$ cat config.mk
export PLATFORM = sky130hd
export DESIGN_NAME = core_run_ctrl
export DESIGN_NICKNAME = d
export VERILOG_FILES = /design/src/rtl/core_run_ctrl.sv
export SDC_FILE = /design/constraint.sdc
export NUM_CORES = 1
export LEC_CHECK = 0
export BUFFER_PORTS_ARGS = -buffer_cell sky130_fd_sc_hd__buf_2
export CAP_MARGIN = 30
export CORE_ASPECT_RATIO = 0.9
export CORE_UTILIZATION = 42
export DETAILED_ROUTE_END_ITERATION = 12
export PLACE_DENSITY = 0.82
export RECOVER_POWER = 25
export REMOVE_ABC_BUFFERS = 1
export SYNTH_ARGS = -nofsm -noshare
export SYNTH_HDL_FRONTEND = slang
export SYNTH_SLANG_ARGS = --single-unit
$ cat constraint.sdc
create_clock -name clk -period 3.7 [get_ports clk]
set_clock_uncertainty 0.05 [all_clocks]
set_input_delay 1.11 -clock clk [delete_from_list [all_inputs] [get_ports clk]]
set_output_delay 1.11 -clock clk [all_outputs]
set_load 0.01 [all_outputs]
$ cat src/rtl/core_run_ctrl.sv
`timescale 1ns/1ps
`default_nettype none
// ============================================================================
// Module   : core_run_ctrl
// Brief    : Program-run sequencer for the single-cycle core. Selects one of
//            P programs on a req handshake, loads its start address into the
//            PC, and then enables the core until a halt, the end address or a
//            cycle-budget timeout. It reports the run length and owns the
//            registered ALU flags, which are frozen while the core is idle.
// Revision : 1.0 - initial release
// ============================================================================
module core_run_ctrl #(
  parameter int D   = 12,    // program counter width
  parameter int P   = 4,     // number of selectable programs (1..16)
  parameter int W   = 16,    // cycle counter width
  parameter int TMO = 4096   // cycle budget per run (1..2^W-1)
) (
  input  logic             clk,
  input  logic             reset,       // asynchronous, active-low
  input  logic             req,
  input  logic [3:0]       prog_sel,
  input  logic [P*D-1:0]   start_addr,
  input  logic [P*D-1:0]   end_addr,
  input  logic [D-1:0]     prog_ctr,
  input  logic             halt,
  input  logic             sc_o,
  input  logic             sc_en,
  input  logic             sc_clr,
  input  logic             pari,
  input  logic             zero,
  output logic             pc_load,
  output logic [D-1:0]     pc_target,
  output logic             run_en,
  output logic             busy,
  output logic             done,
  output logic             timeout,
  output logic [W-1:0]     cycles,
  output logic             sc_q,
  output logic             pari_q,
  output logic             zero_q
);

  typedef enum logic [1:0] {
    ST_IDLE = 2'd0,
    ST_LOAD = 2'd1,
    ST_RUN  = 2'd2,
    ST_DONE = 2'd3
  } state_t;

  localparam logic [4:0]   c_num_prog = 5'(P);
  localparam logic [W-1:0] c_tmo_last = W'(TMO - 1);

  state_t       r_state;
  state_t       w_next;
  logic [3:0]   r_sel;
  logic         w_accept;
  logic         w_stop;
  logic         w_tmo_hit;
  logic [D-1:0] w_start;
  logic [D-1:0] w_end;

  // Selected program's address window; r_sel is always a valid index.
  assign w_start = start_addr[32'(r_sel) * D +: D];
  assign w_end   = end_addr[32'(r_sel) * D +: D];

  // A halt or the end address ends the run without executing that instruction.
  assign w_stop = halt | (prog_ctr == w_end);

  // Next-state and state-decoded outputs; run_en is the only path from inputs.
  always_comb begin
    w_next    = r_state;
    pc_load   = 1'b0;
    pc_target = '0;
    run_en    = 1'b0;
    busy      = 1'b0;
    done      = 1'b0;
    w_accept  = 1'b0;
    w_tmo_hit = 1'b0;
    case (r_state)
      ST_IDLE, ST_DONE: begin
        done = (r_state == ST_DONE);
        if (req && ({1'b0, prog_sel} < c_num_prog)) begin
          w_accept = 1'b1;
          w_next   = ST_LOAD;
        end
      end
      ST_LOAD: begin
        pc_load   = 1'b1;
        pc_target = w_start;
        busy      = 1'b1;
        w_next    = ST_RUN;
      end
      ST_RUN: begin
        busy   = 1'b1;
        run_en = ~w_stop;
        if (w_stop) begin
          w_next = ST_DONE;
        end else if (cycles == c_tmo_last) begin
          w_tmo_hit = 1'b1;
          w_next    = ST_DONE;
        end
      end
      default: w_next = ST_IDLE;
    endcase
  end

  // State register.
  always_ff @(posedge clk or negedge reset) begin
    if (!reset) begin
      r_state <= ST_IDLE;
    end else begin
      r_state <= w_next;
    end
  end

  // Program selection, run-length counter and timeout status; all cleared on accept
  // so the LOAD cycle already shows a fresh run.
  always_ff @(posedge clk or negedge reset) begin
    if (!reset) begin
      r_sel   <= '0;
      cycles  <= '0;
      timeout <= 1'b0;
    end else if (w_accept) begin
      r_sel   <= prog_sel;
      cycles  <= '0;
      timeout <= 1'b0;
    end else if (r_state == ST_RUN) begin
      cycles <= cycles + W'(1);
      if (w_tmo_hit) begin
        timeout <= 1'b1;
      end
    end
  end

  // ALU flags advance only with executed instructions; a new run starts them at 0.
  always_ff @(posedge clk or negedge reset) begin
    if (!reset) begin
      sc_q   <= 1'b0;
      pari_q <= 1'b0;
      zero_q <= 1'b0;
    end else if (w_accept) begin
      sc_q   <= 1'b0;
      pari_q <= 1'b0;
      zero_q <= 1'b0;
    end else if (run_en) begin
      if (sc_clr) begin
        sc_q <= 1'b0;
      end else if (sc_en) begin
        sc_q <= sc_o;
      end
      pari_q <= pari;
      zero_q <= zero;
    end
  end

endmodule
`default_nettype wire

== Word level (Yosys, flattened, before mapping) ==
Cells that the tools add are included.

* Memory bits (read-only): 0
* Input bits: 121
* Output and inout bits: 36
* Word-level logic and storage cells: 59
* Latch bits: 0
* Bits in registers: 26
* Memories kept: 0
* RAM bits: 0

* $lt $le $gt $ge: 1
* Reductions and logical operators: 11
* Mux-type cells: 27
* Shift-type cells: 2
* Div/mod/pow operators: 0
* $add $sub $neg: 1
* Equal/unequal tests: 7
* Multiply operators: 1
* Bitwise logic cells: 2

{| class="wikitable"
|+ Operators with widths
! kind !! count
|-
| $shiftx A48 B9 Y12 || 2
|-
| $mux W16 || 2
|-
| $mux W1 || 20
|-
| $add A16 B1 Y16 const B || 1
|-
| $eq A16 B12 Y1 const B || 1
|-
| $eq A12 B12 Y1 || 1
|-
| $mux W12 || 1
|-
| $mul A4 B2 Y6 const B || 1
|-
| $mux W2 || 3
|-
| $pmux W2 S3 || 1
|-
| $reduce_and A2 Y1 || 3
|-
| $reduce_bool A2 Y1 || 3
|-
| $eq A2 B2 Y1 const B || 2
|-
| $lt A4 B3 Y1 const B || 1
|-
| $reduce_or A2 Y1 || 2
|-
| $ne A3 B3 Y1 const B || 1
|-
| $reduce_bool A3 Y1 || 1
|-
| $eq A2 B1 Y1 const B || 1
|-
| $logic_not A2 Y1 || 1
|-
| $ne A2 B2 Y1 const B || 1
|-
| $logic_and A1 B1 Y1 || 1
|-
| $not A1 Y1 || 1
|-
| $or A1 B1 Y1 || 1
|}

== Logic depth before layout (Yosys ltp) ==
Gate-level depths: netlist of the first run.

* Depth in word-level cells: 9
* Mapped depth: 9
* Mapped depth without buffers: 7

== Least setup slack after synthesis of the first run ==
Ideal clock, no wire load.

* Path type: input to output
* From: in end_addr[21]
* To: out run_en
* Slack: 0.172 ns
* Arrival: 2.368 ns
* Required time: 2.540 ns
* Stages: 5
* Buffers on the path: 0
* Cells stage by stage: mux4_1 > xnor2_1 > a41oi_1 > a22oi_2 > a31oi_4

* Longest elaborated chain between the ends: 5

{| class="wikitable"
|+ Ends and longest elaborated chain
! item !! line !! text
|-
| from (decl) || 23 || <nowiki>input logic [P*D-1:0] end_addr,</nowiki>
|-
| $shiftx A48 B9 Y12 || 64 || <nowiki>assign w_end = end_addr[32'(r_sel) * D +: D];</nowiki>
|-
| $eq A12 B12 Y1 || 67 || <nowiki>assign w_stop = halt | (prog_ctr == w_end);</nowiki>
|-
| $or A1 B1 Y1 || 67 ||
|-
| $not A1 Y1 || 95 || <nowiki>run_en = ~w_stop;</nowiki>
|-
| $mux W1 || 79 || <nowiki>case (r_state)</nowiki>
|-
| to (decl) || 33 || <nowiki>output logic run_en,</nowiki>
|}

Every way passes these cells.

== Worst setup path in the final report of the first run ==
* From: in end_addr[27]
* To: out run_en

The elaborated chain is that of the path after synthesis.

==> impl_metrics.yaml, run 1 <==
timing:
  fin_crit_ns: 3.735
  clock.fmax_mhz: 267.7
  setup_violations: 1
  fin_tns_setup_ns: -0.03505
  max-slew-margin-rel_pct: 10.60
  fin_ws_ns: -0.03505
  tightestPinTransition_ns: 1.341
  hold_violations: 0
  fin_crit_sh_pct: 100.9
  slew_violations: 0
  rsz0062_at_grt: "true"
detailed_routing:
  routed_wl_mm: 7.322
  postRouteAntennaNets: 0
  drtIter0Drc: 79
  via_per_inst: 5.532
  route.detailed.drc: 0
  firstDrtPassIters: 4
  routedWlPerCell_um: 16.64
  vias: 2434
die:
  initial_utilization_pct: 43.71
  die_y_um: 72.16
  coreArea_um2: 5255
  ios: 157
  dieArea_um2: 5770
  num_rows: 25
  die_w_um: 79.96
yosys:
  synth_ff_type: "dfrtp_1"
  synth_edf_count: 0
  syn_area_per_cell_um2: 10.49
  async_reset_ff_share_pct: 100.0
  netlist_instances: 219
  netlist.top_cell.by_area: "dfrtp_1"
  ys_ff_latch: 26
  yosysUniqueCellTypes: 44
  synth_top_area_share_pct: 28.32
  synth_common_cells: "26 x dfrtp_1, 26 x nor2_1, 20 x mux4_2, 19 x nand2_1, 16 x and3_1"
  synth_warnings: 0
  synthTopCellsByArea: "dfrtp_1 28%, mux4_2 20%, mux4_1 4.6%, and3_1 4.4%, nor2_1 4.2%"
  synth_seq_area_share_pct: 28.32
  netlist_area_um2: 2297
finish:
  drive_gt1_share_pct: 53.89
  seqCellArea_um2: 650.6
  synthToLayoutAreaGrowth_pct: 41.78
  diodes: 0
  nFillCells: 457
  multi_input_area_um2: 1597
  nNetsFinal: 501
  final_core_util_pct: 61.98
power_and_ir_drop:
  p_leak_uw: 0.001674
  p_int_uw: 998.7
  clkPwrFrac_pct: 9.0
  swShare_pct: 40.58
  sequentialPowerShare_pct: 24.2
  combPwrFrac_pct: 66.8
  p_sw_uw: 682.1
  powerDensity_nw_per_um2: 516.1
  ir_drop_v: 0.0004254
placement:
  gp_congestion: 0.8786
  dp_hpwl_mm: 5.938
  io_buffers: 156
worst_setup_path:
  cp.required_ns: 2.54
  start_kind: "primary input"
  critPathMaxFanout: 3
  worst_r2r_path_depth: 9
  critPathArrivalTime_ns: 2.58
  setup.worst_path.class: "in2out"
  critPathCaptureType: "primary output"
  rrSetupSlack_ns: 1.19
  worstReg2RegStart: "r_sel[0]$_DFFE_PN0P_"
  r2r-end: "r_state[0]$_DFFE_PN0P_"
clock_network:
  cts.path.max_buffers: 2
  clk_pin_slew_worst_paths_ns: 0.08
  cts_buffers: 3
  cts_root_buffer: "clkbuf_8"
  htree_num_levels: 1
  ctsHoldBuffers: 0
  cts_tree: "yes"
  clock_sinks: 26
  clk_latency_ns: 0.26
global_routing:
  grt_overflow_total: 0
  grt_pass1_vias: 2448
  antenna_found_initial: 1
  grt_pass1_wl_mm: 11.58
  grt_usage_pct: 26.06
  grt_max_degree: 28
worst_hold_path:
  holdPathEnd: "r_sel[2]$_DFFE_PN0P_"
  min_path_type: "reg2reg"
  whs_path_depth: 1
  min_from: "r_sel[2]$_DFFE_PN0P_"
status:
  violations: "setup timing"
  status: "complete, but fails checks"
job:
  timing.max_cap.violations: 0
[what timing repair did]
item | CTS | global route
pin swaps | 6 | 0
endpoints found under the setup margin | 1 | 1
gates resized for setup | 12 | 1
buffers inserted | 2 | 0
cloned | 0 | 0
[per-layer routing]
metal	track usage [%]	vias up	routed length [um]
met5	0	-	12
met1	32.58	1166	3010
met4	9.127	2	188
met3	6.289	26	492
met2	44.16	109	3617
li1	-	1131	-
[layout by cell type (no fill, tap or decap), types with 2 or more instances in the layout]
cell type	count
buf_2	151
nor2_1	26
dfrtp_1	26
mux4_2	22
nand2_1	19
and3_1	16
xor2_1	10
o21ai_0	9
nand4_1	8
xnor2_1	6
buf_4	6
a21oi_1	5
nand3_1	5
mux2i_1	5
ha_1	5
inv_1	4
nand2b_1	4
and2_1	4
buf_6	4
or3_1	3
clkbuf_8	3
mux4_1	2
nor4b_2	2
xnor2_2	2
a41oi_2	2
o21ai_1	2
a32oi_2	2
and4_1	2
[kinds of logic after synthesis]
group,Yosys count,synth area share (%)
multiplexers,29,26.36
XOR/XNOR,18,6.863
AND/OR/NAND/NOR,98,22.99
buffers and inverters,16,3.812
adder cells (fa/ha/maj),5,2.723
flip-flops,26,28.32
AO/OA/AOI/OAI,27,8.933
[worst max path at each step]
| stage | to | start |
|---|---|---|
| 6_report | run_en | end_addr[27] |
| 5_1_grt | run_en | end_addr[44] |
| 4_1_cts | run_en | end_addr[41] |
| 3_5_place_dp | run_en | end_addr[20] |
| 3_3_place_gp | run_en | end_addr[33] |
| 2_1_floorplan | run_en | r_sel[0]$_DFFE_PN0P_ |
[state kept, by name (all words and copies together) (netlist names)]
| signal | cells |
|---|---|
| zero_q | 1 |
| timeout | 1 |
| r_state | 2 |
| r_sel | 4 |
| pari_q | 1 |
| cycles | 16 |
| sc_q | 1 |
[critical path, stage by stage]
cell and delay [ns]:
buf_2 0.10, mux4_2 0.50, nor3b_2 0.18, nand3_1 0.12, a32oi_2 0.28, a31oi_4 0.12
buf_2 0.16
[final cells by class]
cell class / instances / area share [%]
multi-input cells: 177 / 49.02
flip-flops and latches: 26 / 19.98
clock buffers: 3 / 1.268
repair buffers: 163 / 26.70
inverters: 4 / 0.4610
well taps: 67 / 2.574
[power groups by stage]
stage	Clock [uW]	Combinational, uW	Sequential, uW
global route	168	1220	417
finish	152	1120	407
CTS	160	1130	406
floorplan	0	632	503
detailed placement	0	1080	410
global placement	0	1040	407
[metrics by stage]
stage                     total power [uW]  instances  worst slack, ns  hold slack (ns)  area, um2
after floorplan                       1136        207         -0.01501           0.4187       2225
after global placement                1447        435         -0.07083           0.4370       3139
after detailed placement              1485        435          -0.1069           0.4373       3139
after CTS                             1691        440         -0.03862           0.4621       3258
after global routing                  1808        440          -0.1175           0.4817       3257
final                                 1681        440         -0.03505           0.4547       3257
Power figures use the tool's default switching activity.
==> run 2: changes to the inputs <==
CORE_UTILIZATION = 35   (was 42)
PLACE_DENSITY = 0.7   (was 0.82)
==> run 2 against run 1 <==
The flow still finishes with violations (setup timing). Critical path depth unchanged. Clock-buffer cell count up 1. Total power up 1.0%. Critical path type unchanged. Largest power group unchanged. Highest routed layer is now met4.
==> impl_metrics.yaml, run 2 (same netlist as run 1, synthesis figures left out) <==
finish:
  largest_reg_flops: 16
  synthToLayoutAreaGrowth_pct: 42.65
  multi_input_area_um2: 1597
  final_core_util_pct: 52.72
  top_regs: "cycles: 16 flops, r_sel: 4 flops, r_state: 2 flops"
  final_cell_mix: "152 x buf_2, 26 x nor2_1, 26 x dfrtp_1"
  drive_gt1_share_pct: 54.01
  regMostFlops: "cycles"
  seqCellArea_um2: 650.6
  nNetsFinal: 501
  finalNonFillerCells: 461
  diodes: 0
  final_common_cell: "buf_2"
  nFillCells: 623
worst_setup_path:
  critPathArrivalTime_ns: 2.62
  cp.required_ns: 2.54
  critPathMaxFanout: 3
  worst_r2r_path_depth: 9
  r2r-end: "r_state[0]$_DFFE_PN0P_"
  setup.worst_path.class: "in2out"
  start_kind: "primary input"
  rrSetupSlack_ns: 1.09
  worstReg2RegStart: "r_sel[0]$_DFFE_PN0P_"
  critPathCaptureType: "primary output"
clock_network:
  ctsHoldBuffers: 0
  clock_sinks: 26
  htree_num_levels: 1
  clk_latency_ns: 0.27
  cts_tree: "yes"
  clk_pin_slew_worst_paths_ns: 0.09
  cts_buffers: 3
  cts.path.max_buffers: 2
  cts_root_buffer: "clkbuf_8"
status:
  status: "complete, but fails checks"
  violations: "setup timing"
die:
  ios: 157
  dieArea_um2: 6892
  die_w_um: 87.40
  coreArea_um2: 6216
  initial_utilization_pct: 36.96
  die_y_um: 78.86
  num_rows: 27
timing:
  tightestPinTransition_ns: 1.378
  hold_violations: 0
  fin_tns_setup_ns: -0.07782
  fin_ws_ns: -0.07782
  clock.fmax_mhz: 264.7
  max-slew-margin-rel_pct: 8.154
  fin_crit_ns: 3.778
  rsz0062_at_grt: "true"
  slew_violations: 0
  setup_violations: 1
  fin_crit_sh_pct: 102.1
  fin_worst_hold_slack_ns: 0.4559
global_routing:
  grt_pass1_wl_mm: 11.30
  antenna_found_initial: 0
  grt_overflow_total: 0
  grt_pass1_vias: 2313
  grt_max_degree: 27
  grt_usage_pct: 21.36
power_and_ir_drop:
  clkPwrFrac_pct: 11.0
  p_int_uw: 1011
  p_sw_uw: 687.5
  finalPower_uw: 1698
  sequentialPowerShare_pct: 25.3
  ir_drop_v: 0.0003011
  powerDensity_nw_per_um2: 518.2
  swShare_pct: 40.48
  combPwrFrac_pct: 63.7
  p_leak_uw: 0.001679
placement:
  dp_hpwl_mm: 5.998
  gp_congestion: 0.8325
  io_buffers: 156
  place_inst: 456
detailed_routing:
  drtIter0Drc: 56
  via_per_inst: 5.130
  postRouteAntennaNets: 0
  routed_wl_mm: 7.329
  routedWlPerCell_um: 15.90
  vias: 2365
  route.detailed.drc: 0
  firstDrtPassIters: 4
worst_hold_path:
  min_path_type: "reg2reg"
  whs_path_depth: 1
  holdPathEnd: "r_sel[2]$_DFFE_PN0P_"
  min_from: "r_sel[2]$_DFFE_PN0P_"
job:
  timing.max_cap.violations: 0
run 2: cell types whose count changed in the layout (fill, tap and decap cells not counted):
cell,before,now
a41oi_1,0,1
a41oi_2,2,1
buf_12,1,0
buf_2,151,152
buf_4,6,7
buf_6,4,3
clkbuf_8,3,4
xnor2_1,6,5
xnor2_2,2,3
run 2: how the worst max path moves through the flow:
stage                         start  endpoint
5_1_grt                end_addr[38]    run_en
2_1_floorplan  r_sel[0]$_DFFE_PN0P_    run_en
6_report               end_addr[37]    run_en
4_1_cts                end_addr[39]    run_en
3_3_place_gp           end_addr[20]    run_en
3_5_place_dp           end_addr[20]    run_en
run 2: repair_timing:
action                                  in CTS  in global routing
endpoints found under the setup margin       1                  1
gates resized for setup                      4                  8
pin swaps                                    3                  4
cloned                                       0                  0
endpoints found under the hold margin        0                  0
setup buffers                                0                  1
run 2: worst max-delay path, stage by stage:
cell     delay (ns)
buf_2          0.10
mux4_2         0.53
xnor2_2        0.18
a41oi_2        0.14
a32oi_2        0.26
a31oi_4        0.14
buf_6          0.15
run 2: layer usage:
layer	vias up	global-route usage (%)	share of wire, %
li1	1134	-	-
met1	1140	26.72	42
met2	77	36.64	50
met3	14	3.638	5.5
met4	0	8.197	2.3
met5	-	0	0
run 2: cell type report:
type	instances	share of cell area, %
well taps	87	3.322
flip-flops and latches	26	19.85
inverters	4	0.4582
repair buffers	163	25.96
clock buffers	4	1.680
multi-input cells	177	48.72
run 2: through the flow:
step           worst slack (ns)  area (um2)
3_5_place_dp            -0.1097        3159
6_report               -0.07782        3277
5_1_grt                 -0.1408        3277
4_1_cts                -0.07048        3221
2_1_floorplan          -0.01501        2225
3_3_place_gp            -0.1261        3159
run 2: power by group through the flow:
stage / clock (uW) / sequential (uW) / combinational (uW)
floorplan: 0 / 503 / 632
global placement: 0 / 433 / 1010
detailed placement: 0 / 435 / 1040
CTS: 193 / 430 / 1060
global route: 205 / 444 / 1180
finish: 187 / 429 / 1080
